==> src/rtl/i2c_pkg.sv <==
// Shared types and constants for the I2C register-initialisation sequencer.
package i2c_pkg;

    typedef enum logic [3:0] {
        S_IDLE,
        S_FETCH,
        S_DECODE,
        S_SEND_ADDR,
        S_SEND_REG,
        S_SEND_VAL,
        S_DELAY,
        S_GAP,
        S_NEXT,
        S_DONE,
        S_FAIL
    } state_t;

    // Register field value that turns a table entry into a timed delay
    localparam logic [7:0] DELAY_REG = 8'hFF;
    // R/W bit appended to the 7-bit device address (write)
    localparam logic       I2C_WR    = 1'b0;

    // Table entry layout: {reg, val}
    localparam int REG_MSB = 15;
    localparam int REG_LSB = 8;
    localparam int VAL_MSB = 7;
    localparam int VAL_LSB = 0;

    // Default sensor bring-up table, entry 0 in the least significant word
    localparam logic [255:0] DEFAULT_TABLE = {
        16'hFF00, 16'hFF00, 16'h5480, 16'h535E,
        16'h5222, 16'h5100, 16'h5080, 16'h4F80,
        16'h1414, 16'h3A04, 16'h4010, 16'h3E00,
        16'h0C00, 16'h1101, 16'hFF04, 16'h1280
    };

endpackage

==> src/rtl/i2c_init_sequencer.sv <==
// Walks a register table and issues one I2C write {DEV_ADDR+W, reg, val} per
// entry through a byte-level master, with NACK retry and timed delay entries.
module i2c_init_sequencer
    import i2c_pkg::*;
#(
    parameter logic [6:0] DEV_ADDR    = 7'h21,
    parameter int         NUM_ENTRIES = 16,
    parameter int         TBL_AW      = 4,
    parameter int         MAX_RETRY   = 3,
    parameter int         GAP_CYCLES  = 64,
    parameter int         DELAY_UNIT  = 256
) (
    input  logic              clk,
    input  logic              rst_n,
    input  logic              start,
    output logic [TBL_AW-1:0] tbl_addr,
    input  logic [15:0]       tbl_data,
    output logic              m_req,
    output logic              m_start,
    output logic              m_stop,
    output logic [7:0]        m_byte,
    input  logic              m_ack,
    input  logic              m_nack,
    output logic              busy,
    output logic              done,
    output logic              error,
    output logic [TBL_AW-1:0] err_index
);

    localparam int DCNT_W = 8 + $clog2(DELAY_UNIT);
    localparam int RTY_W  = $clog2(MAX_RETRY + 2);
    localparam int GCNT_W = $clog2(GAP_CYCLES + 1);
    localparam logic [TBL_AW-1:0] LAST_IDX = TBL_AW'(NUM_ENTRIES - 1);

    state_t            state, state_d;
    logic [TBL_AW-1:0] index, index_d;
    logic [RTY_W-1:0]  retry, retry_d, retry_inc;
    logic [15:0]       ent, ent_d;
    logic [DCNT_W-1:0] dcnt, dcnt_d;
    logic [GCNT_W-1:0] gcnt, gcnt_d;
    logic              ok, ok_d;

    logic              m_req_d, m_start_d, m_stop_d;
    logic [7:0]        m_byte_d;
    logic              busy_d, done_d, error_d;
    logic [TBL_AW-1:0] err_index_d;

    // Responses only count while a byte is actually outstanding
    logic resp, resp_nack;
    assign resp      = m_req & (m_ack | m_nack);
    assign resp_nack = m_req & m_nack;
    assign retry_inc = retry + RTY_W'(1);

    // State, datapath and registered outputs
    always_ff @(posedge clk or negedge rst_n) begin
        if (!rst_n) begin
            state     <= S_IDLE;
            index     <= '0;
            retry     <= '0;
            ent       <= '0;
            dcnt      <= '0;
            gcnt      <= '0;
            ok        <= 1'b0;
            tbl_addr  <= '0;
            m_req     <= 1'b0;
            m_start   <= 1'b0;
            m_stop    <= 1'b0;
            m_byte    <= '0;
            busy      <= 1'b0;
            done      <= 1'b0;
            error     <= 1'b0;
            err_index <= '0;
        end else begin
            state     <= state_d;
            index     <= index_d;
            retry     <= retry_d;
            ent       <= ent_d;
            dcnt      <= dcnt_d;
            gcnt      <= gcnt_d;
            ok        <= ok_d;
            tbl_addr  <= index_d;
            m_req     <= m_req_d;
            m_start   <= m_start_d;
            m_stop    <= m_stop_d;
            m_byte    <= m_byte_d;
            busy      <= busy_d;
            done      <= done_d;
            error     <= error_d;
            err_index <= err_index_d;
        end
    end

    // Next-state and datapath updates
    always_comb begin
        state_d = state;
        index_d = index;
        retry_d = retry;
        ent_d   = ent;
        dcnt_d  = dcnt;
        gcnt_d  = gcnt;
        ok_d    = ok;
        case (state)
            S_IDLE: begin
                if (start) begin
                    state_d = S_FETCH;
                    index_d = '0;
                    retry_d = '0;
                end
            end
            S_FETCH: state_d = S_DECODE;
            S_DECODE: begin
                ent_d = tbl_data;
                if (tbl_data[REG_MSB:REG_LSB] == DELAY_REG) begin
                    if (tbl_data[VAL_MSB:VAL_LSB] == '0) begin
                        state_d = S_NEXT;
                    end else begin
                        dcnt_d  = DCNT_W'(tbl_data[VAL_MSB:VAL_LSB]) * DCNT_W'(DELAY_UNIT);
                        state_d = S_DELAY;
                    end
                end else begin
                    state_d = S_SEND_ADDR;
                end
            end
            S_SEND_ADDR, S_SEND_REG, S_SEND_VAL: begin
                // NACK wins over a simultaneous ACK
                if (resp_nack) begin
                    retry_d = retry_inc;
                    if (retry_inc <= RTY_W'(MAX_RETRY)) begin
                        ok_d    = 1'b0;
                        gcnt_d  = GCNT_W'(GAP_CYCLES);
                        state_d = S_GAP;
                    end else begin
                        state_d = S_FAIL;
                    end
                end else if (resp) begin
                    case (state)
                        S_SEND_ADDR: state_d = S_SEND_REG;
                        S_SEND_REG:  state_d = S_SEND_VAL;
                        default: begin
                            ok_d    = 1'b1;
                            gcnt_d  = GCNT_W'(GAP_CYCLES);
                            state_d = S_GAP;
                        end
                    endcase
                end
            end
            S_DELAY: begin
                if (dcnt <= DCNT_W'(1)) state_d = S_NEXT;
                else                    dcnt_d  = dcnt - DCNT_W'(1);
            end
            S_GAP: begin
                if (gcnt <= GCNT_W'(1)) state_d = ok ? S_NEXT : S_FETCH;
                else                    gcnt_d  = gcnt - GCNT_W'(1);
            end
            S_NEXT: begin
                retry_d = '0;
                if (index == LAST_IDX) begin
                    state_d = S_DONE;
                end else begin
                    index_d = index + TBL_AW'(1);
                    state_d = S_FETCH;
                end
            end
            S_DONE, S_FAIL: state_d = S_IDLE;
            default:        state_d = S_IDLE;
        endcase
    end

    // Output values for the next cycle; m_req drops for one cycle after each response
    always_comb begin
        m_req_d     = 1'b0;
        m_start_d   = 1'b0;
        m_stop_d    = 1'b0;
        m_byte_d    = '0;
        case (state_d)
            S_SEND_ADDR: begin
                m_req_d   = ~resp;
                m_start_d = 1'b1;
                m_byte_d  = {DEV_ADDR, I2C_WR};
            end
            S_SEND_REG: begin
                m_req_d  = ~resp;
                m_byte_d = ent_d[REG_MSB:REG_LSB];
            end
            S_SEND_VAL: begin
                m_req_d  = ~resp;
                m_stop_d = 1'b1;
                m_byte_d = ent_d[VAL_MSB:VAL_LSB];
            end
            default: ;
        endcase
        busy_d      = !(state_d inside {S_IDLE, S_DONE, S_FAIL});
        done_d      = (state_d == S_DONE);
        error_d     = error;
        err_index_d = err_index;
        if (state == S_IDLE && start) begin
            error_d     = 1'b0;
            err_index_d = '0;
        end
        if (state_d == S_FAIL) begin
            error_d     = 1'b1;
            err_index_d = index;
        end
    end

endmodule
==> config.mk <==
export PLATFORM = sky130hd
export DESIGN_NAME = i2c_init_sequencer
export DESIGN_NICKNAME = d
export VERILOG_FILES = /design/src/rtl/i2c_pkg.sv /design/src/rtl/i2c_init_sequencer.sv
export SDC_FILE = /design/constraint.sdc
export NUM_CORES = 1
export LEC_CHECK = 0
export ABC_CLOCK_PERIOD_IN_PS = 2100
export BUFFER_PORTS_ARGS = -buffer_cell sky130_fd_sc_hd__buf_2
export CAP_MARGIN = 20
export CORE_UTILIZATION = 52
export DETAILED_ROUTE_END_ITERATION = 7
export GPL_ROUTABILITY_DRIVEN = 0
export HOLD_SLACK_MARGIN = 0.15
export PLACE_DENSITY_LB_ADDON = 0.05
export SLEW_MARGIN = 20
export SYNTH_ARGS = -nofsm -noshare
export SYNTH_HDL_FRONTEND = slang
export SYNTH_SLANG_ARGS = --single-unit
==> constraint.sdc <==
create_clock -name clk -period 2.1 [get_ports clk]
set_input_delay 0.315 -clock clk [delete_from_list [all_inputs] [get_ports clk]]
set_output_delay 0.315 -clock clk [all_outputs]
set_load 0.05 [all_outputs]
Word-level counts from Yosys, hierarchy flattened
Index checks and enable logic that the tools add are counted.
{ "totals": {"input_bits": 21, "output_inout_bits": 22, "regBits": 69} }
{ "classes": {"n_eq_ne": 27, "order_cmp": 3, "mux": 41, "bitwise_logic": 4, "reduce_logical": 20, "addsub": 4} }
{ "ops": {"columns": ["operator", "n"], "rows": [
  ["two-way mux 16 bit", 4],
  ["two-way mux 4 bit", 14],
  ["two-way mux 7 bit", 5],
  ["case mux 16 bit (2 select lines)", 1],
  ["case mux 4 bit (7 select lines)", 1],
  ["equality test 4 x 3 -> 1 bit (second input constant)", 6],
  ["case mux 8 bit (3 select lines)", 1],
  ["equality test 4 bit (second input constant)", 4],
  ["less-or-equal comparator 16 x 1 -> 1 bit (second input constant)", 1],
  ["subtractor 16 x 1 -> 16 bit (second input constant)", 1],
  ["inequality test 2 bit (second input constant)", 7],
  ["case mux 7 bit (2 select lines)", 1],
  ["equality test 4 x 2 -> 1 bit (second input constant)", 3],
  ["nonzero test 2 bit", 5],
  ["two-way mux 1 bit", 9],
  ["inequality test 3 bit (second input constant)", 3],
  ["case mux 3 bit (3 select lines)", 1],
  ["equality test 8 bit (second input constant)", 1],
  ["zero test 4 bit", 2],
  ["zero test 8 bit", 1],
  ["case mux 4 bit (2 select lines)", 1],
  ["AND reduction 4 bit", 2],
  ["less-or-equal comparator 7 x 1 -> 1 bit (second input constant)", 1],
  ["subtractor 7 x 1 -> 7 bit (second input constant)", 1],
  ["other kinds (17)", 23]
]} }

Depth between registers and ports, before layout
{ "logic_depth": {"depth_word": 8, "mapped_depth": 9, "ltp_nobuf": 8} }

Worst setup path before layout
OpenSTA, ideal clock, no wires.
{ "synth_path": {"path_kind": "flip-flop to flip-flop", "from": "register m_req", "to": "register m_req", "arrival_time_ns": 2.214, "setup_slack_ns": -0.186, "stages_incl_launch_ff": 7, "required_ns": 2.029, "setup_ns": 0.071, "cell_sequence": "dfrtp_1 > and3b_1 > a2111oi_0 > a211oi_1 > or4_1 > o21a_1 > nor2_1"} }
{ "synth_between": {"elab_chain_len": 7} }
{ "synth_lines": {"columns": ["element", "line", "source"], "rows": [
  ["start, declared", "i2c_init_sequencer.sv:18", "output logic m_req,"],
  ["start signal, assigned", "i2c_init_sequencer.sv:82", "m_req <= m_req_d;"],
  ["AND 1 bit", "i2c_init_sequencer.sv:50", "assign resp = m_req & (m_ack | m_nack);"],
  ["two-way mux 4 bit", "i2c_init_sequencer.sv:135", "end else if (resp) begin"],
  ["two-way mux 4 bit", "i2c_init_sequencer.sv:126", "if (resp_nack) begin"],
  ["case mux 4 bit (7 select lines)", "i2c_init_sequencer.sv:102", "case (state)"],
  ["equality test 4 x 3 -> 1 bit or equality test 4 x 2 -> 1 bit (tied branches)", "i2c_init_sequencer.sv:175", "case (state_d)"],
  ["OR reduction 3 bit (no source line)", null, null],
  ["two-way mux 1 bit (*)", null, null],
  ["net m_req_d", "i2c_init_sequencer.sv:43", "logic m_req_d, m_start_d, m_stop_d;"]
]} }
Mark *: on every way through the listed nets, which the timed path passes. The rest lies on a longest branch.
A chain may end at the register's enable or synchronous reset.

Final worst setup path
{ "layout_path": {"from": "register gcnt[4]", "to": "register m_byte[0]"} }
{ "layout_between": {"elab_chain_len": 5} }
{ "layout_lines": {"columns": ["element", "line", "source"], "rows": [
  ["start, declared", "i2c_init_sequencer.sv:40", "logic [GCNT_W-1:0] gcnt, gcnt_d;"],
  ["start signal, assigned", "i2c_init_sequencer.sv:79", "gcnt <= gcnt_d;"],
  ["less-or-equal comparator 7 x 1 -> 1 bit (*)", "i2c_init_sequencer.sv:152", "if (gcnt <= GCNT_W'(1)) state_d = ok ? S_NEXT : S_FETCH;"],
  ["two-way mux 4 bit (*)", "i2c_init_sequencer.sv:152", null],
  ["case mux 4 bit (7 select lines) (*)", "i2c_init_sequencer.sv:102", null],
  ["equality test 4 x 3 -> 1 bit or equality test 4 x 2 -> 1 bit (tied branches)", "i2c_init_sequencer.sv:175", null],
  ["case mux 8 bit (3 select lines) (*)", "i2c_init_sequencer.sv:175", null],
  ["net m_byte_d[0]", "i2c_init_sequencer.sv:44", "logic [7:0] m_byte_d;"],
  ["end signal, assigned", "i2c_init_sequencer.sv:85", "m_byte <= m_byte_d;"],
  ["end, declared", "i2c_init_sequencer.sv:21", "output logic [7:0] m_byte,"]
]} }
Marked as above.

==> results.txt <==
die height - 85.1 um
Routed WL per cell - 14.8 um
Site Rows - 29
synthesized netlist cell count - 394
H-tree levels - 3
worst slack, placed - -0.148 ns
min-delay src - tbl_data[11]
placed instance count - 567
CTS tree - yes
Warnings, synthesis - 0
Hold Vio Cnt, Final - 0
TritonCTS buffer count - 9
Detail Route Antenna Nets - 0
Hold Path Depth - 3
crit-path max FO - 8
initial antenna violation count - 0
Die Span X - 85.1 um
Min Clock Period, post-route - 2.21 ns
setup TNS - -0.948 ns
overall via count from detail_route - 3,375
drt total wl - 8730 um
Reg clk slew, reported paths - 0.07 ns
dominant cells by area after synthesis - dfrtp_1 (48%), nand2_1 (8.0%), nor2_1 (4.4%), o21ai_0 (2.6%), ha_1 (2.4%)
Hold EP - ent[11]
endpoint class of the critical path - flip-flop
min-delay worst type - input pin to flip-flop
P&R area growth vs syn - 35.3%
number of synthesized register bits - 69
Vias per Instance - 5.71
number of synthesized flops with an enable pin - 0
r2r endpoint - m_byte[0]
Finish-stage setup viols - 14
Peak Freq - 0.452 GHz
WP data required - 2.33 ns
initial core utilization - 55.3%
total power - 0.00679 W
fin nets - 538
fin crit share - 105%
Core Area - 6490 sq um
Slew Limit Fails - 0
later-pin clock latency in the skew report - 0.35 ns
fill cell count - 458
Synth Cell Area - 3590 sq um
pin count of the biggest net entering global routing - 70
GRT Residual Overflow - 0
vias in the first global route - 3,266
Mean Syn Cell Area - 9.12 sq um
CP startpoint kind - flip-flop
area leader, netlist - dfrtp_1
outcome - finished, violations left
post-DP HPWL - 6110 um
synth unique cells - 62
Finished Layout Cells - 591
top cell type's share of synthesized area - 48.1%
share of layout cells above drive strength 1 - 36.8%
Sink Count - 69
IO Pins - 43
failing checks - negative setup slack
Setup Skew - 0.0178 ns
r2r startpoint - gcnt[4]
number of diodes - 0
worst hold slack - 0.205 ns
CTS Root Cell - clkbuf_8
Pre-antenna DRT Iters - 5
most frequent cell after synthesis - nand2_1
Pleak - 2.27 nW
most instantiated cells after synthesis - nand2_1 (77), dfrtp_1 (69), nor2_1 (42)
Final Worst Setup Slack - -0.111 ns
CTS Buffer Depth - 2
Max rail drop VDD - 0.000862 V
Die ar. - 7240 sq um
max-cap violation count - 0
syn nets - 422
Rel. slew slack - 67.9%
GRT Total Usage - 26.4%
Iter 0 DRT Violations - 172
first-pass GRT wire length - 15,000 um
WP data arrival - 2.45 ns
RSZ-0062 raised after global routing - true
Seq/Total Area, Yosys - 48.1%
setup slack, reg-to-reg - -0.11 ns
predominant post-synthesis flop cell - dfrtp_1
kind of critical path - flip-flop to flip-flop
power density over cell area - 1400 nW/um^2
drt drc - 0
r2r worst-path depth - 7
Port-buffer cells - 42
Worst-Margin Slew - 0.479 ns
Async SR Flop Fraction - 100%
cell usage in the layout, fill, tap and decap left out, types with 6 or more instances in the layout:
master / Yosys / final
a21oi_1: 15 / 12
and2_1: 7 / 7
buf_2: 6 / 42
buf_4: 0 / 71
clkbuf_8: 0 / 10
dfrtp_1: 69 / 64
ha_1: 7 / 6
inv_1: 13 / 13
nand2_1: 77 / 76
nand3_1: 10 / 10
nor2_1: 42 / 34
nor2_2: 0 / 6
nor3_1: 9 / 6
o21ai_0: 19 / 18
xnor2_1: 7 / 7
xor2_1: 7 / 7
registers in the layout, summed over array words and instances, names as in the netlist, 3 cells and up:
signal / flops
ent: 16
index: 4
err_index: 4
retry: 3
m_byte: 8
gcnt: 7
dcnt: 16
state: 4
routing by layer:
layer	part of all wire, %	up-vias	GRT usage [%]
li1	-	1619	-
met1	45	1636	35.4
met2	48	97	43.8
met3	4.8	23	5.06
met4	2.1	0	8.17
met5	0	-	0
worst max-delay path, cell delays in order (launching register included):
cell and delay (ns):
dfrtp_1 0.38, or4_4 0.57, o31ai_4 0.20, o21ai_1 0.12, a221oi_2 0.37, buf_6 0.21, nor2_2 0.04, a311oi_1 0.21
how the worst max path moves through the flow:
stage / slack [ns] / endpoint / startpoint / depth (start not counted)
after floorplan: -0.03 / m_byte[1] / state[2] / 8
after global placement: -0.09 / m_byte[3] / gcnt[5] / 7
after detailed placement: -0.15 / m_byte[4] / gcnt[5] / 7
after CTS: -0.12 / m_byte[0] / gcnt[4] / 7
after global routing: -0.19 / m_byte[4] / gcnt[4] / 7
final: -0.11 / m_byte[0] / gcnt[4] / 7
through the flow:
stage               utilization [%]  instance area (sq um)
detailed placement             67.9                   4410
CTS                            72.5                   4710
global placement               67.9                   4410
floorplan                         -                   3630
finish                         74.8                   4860
global route                   74.8                   4860
report_power, final:
group	internal (W)	switching, W	leakage [nW]	total (W)
Sequential	0.00181	0.000275	0.851	0.00208
Clock	0.000573	0.000494	0.0914	0.00107
Combinational	0.00159	0.00205	1.32	0.00364
kinds of logic after synthesis:
| group | synth area share (%) |
|---|---|
| buf+inv | 3.24 |
| fa+ha+maj | 2.44 |
| flops | 48.1 |
| simple gates | 26.8 |
| xor+xnor | 3.41 |
| mux | 0.279 |
| compound gates | 15.7 |
timing repair:
action	CTS	global route
cloned	1	0
hold endpoints to repair	69	0
pin swaps	14	8
gates resized for setup	15	32
endpoints found under the setup margin	25	33
hold buffers	1	0
buffers inserted	4	3
final cells by class:
cell class / instances / area, sq um / area share [%]
tap: 77 / 96.3 / 1.98
inverter: 14 / 52.6 / 1.08
clock inverter: 4 / 50.0 / 1.03
clock buffer: 11 / 141 / 2.91
multi-input combinational: 296 / 1950 / 40.1
timing repair buffer: 120 / 838 / 17.2
sequential: 69 / 1730 / 35.6
Note: power is estimated with default switching activity, not from simulation.
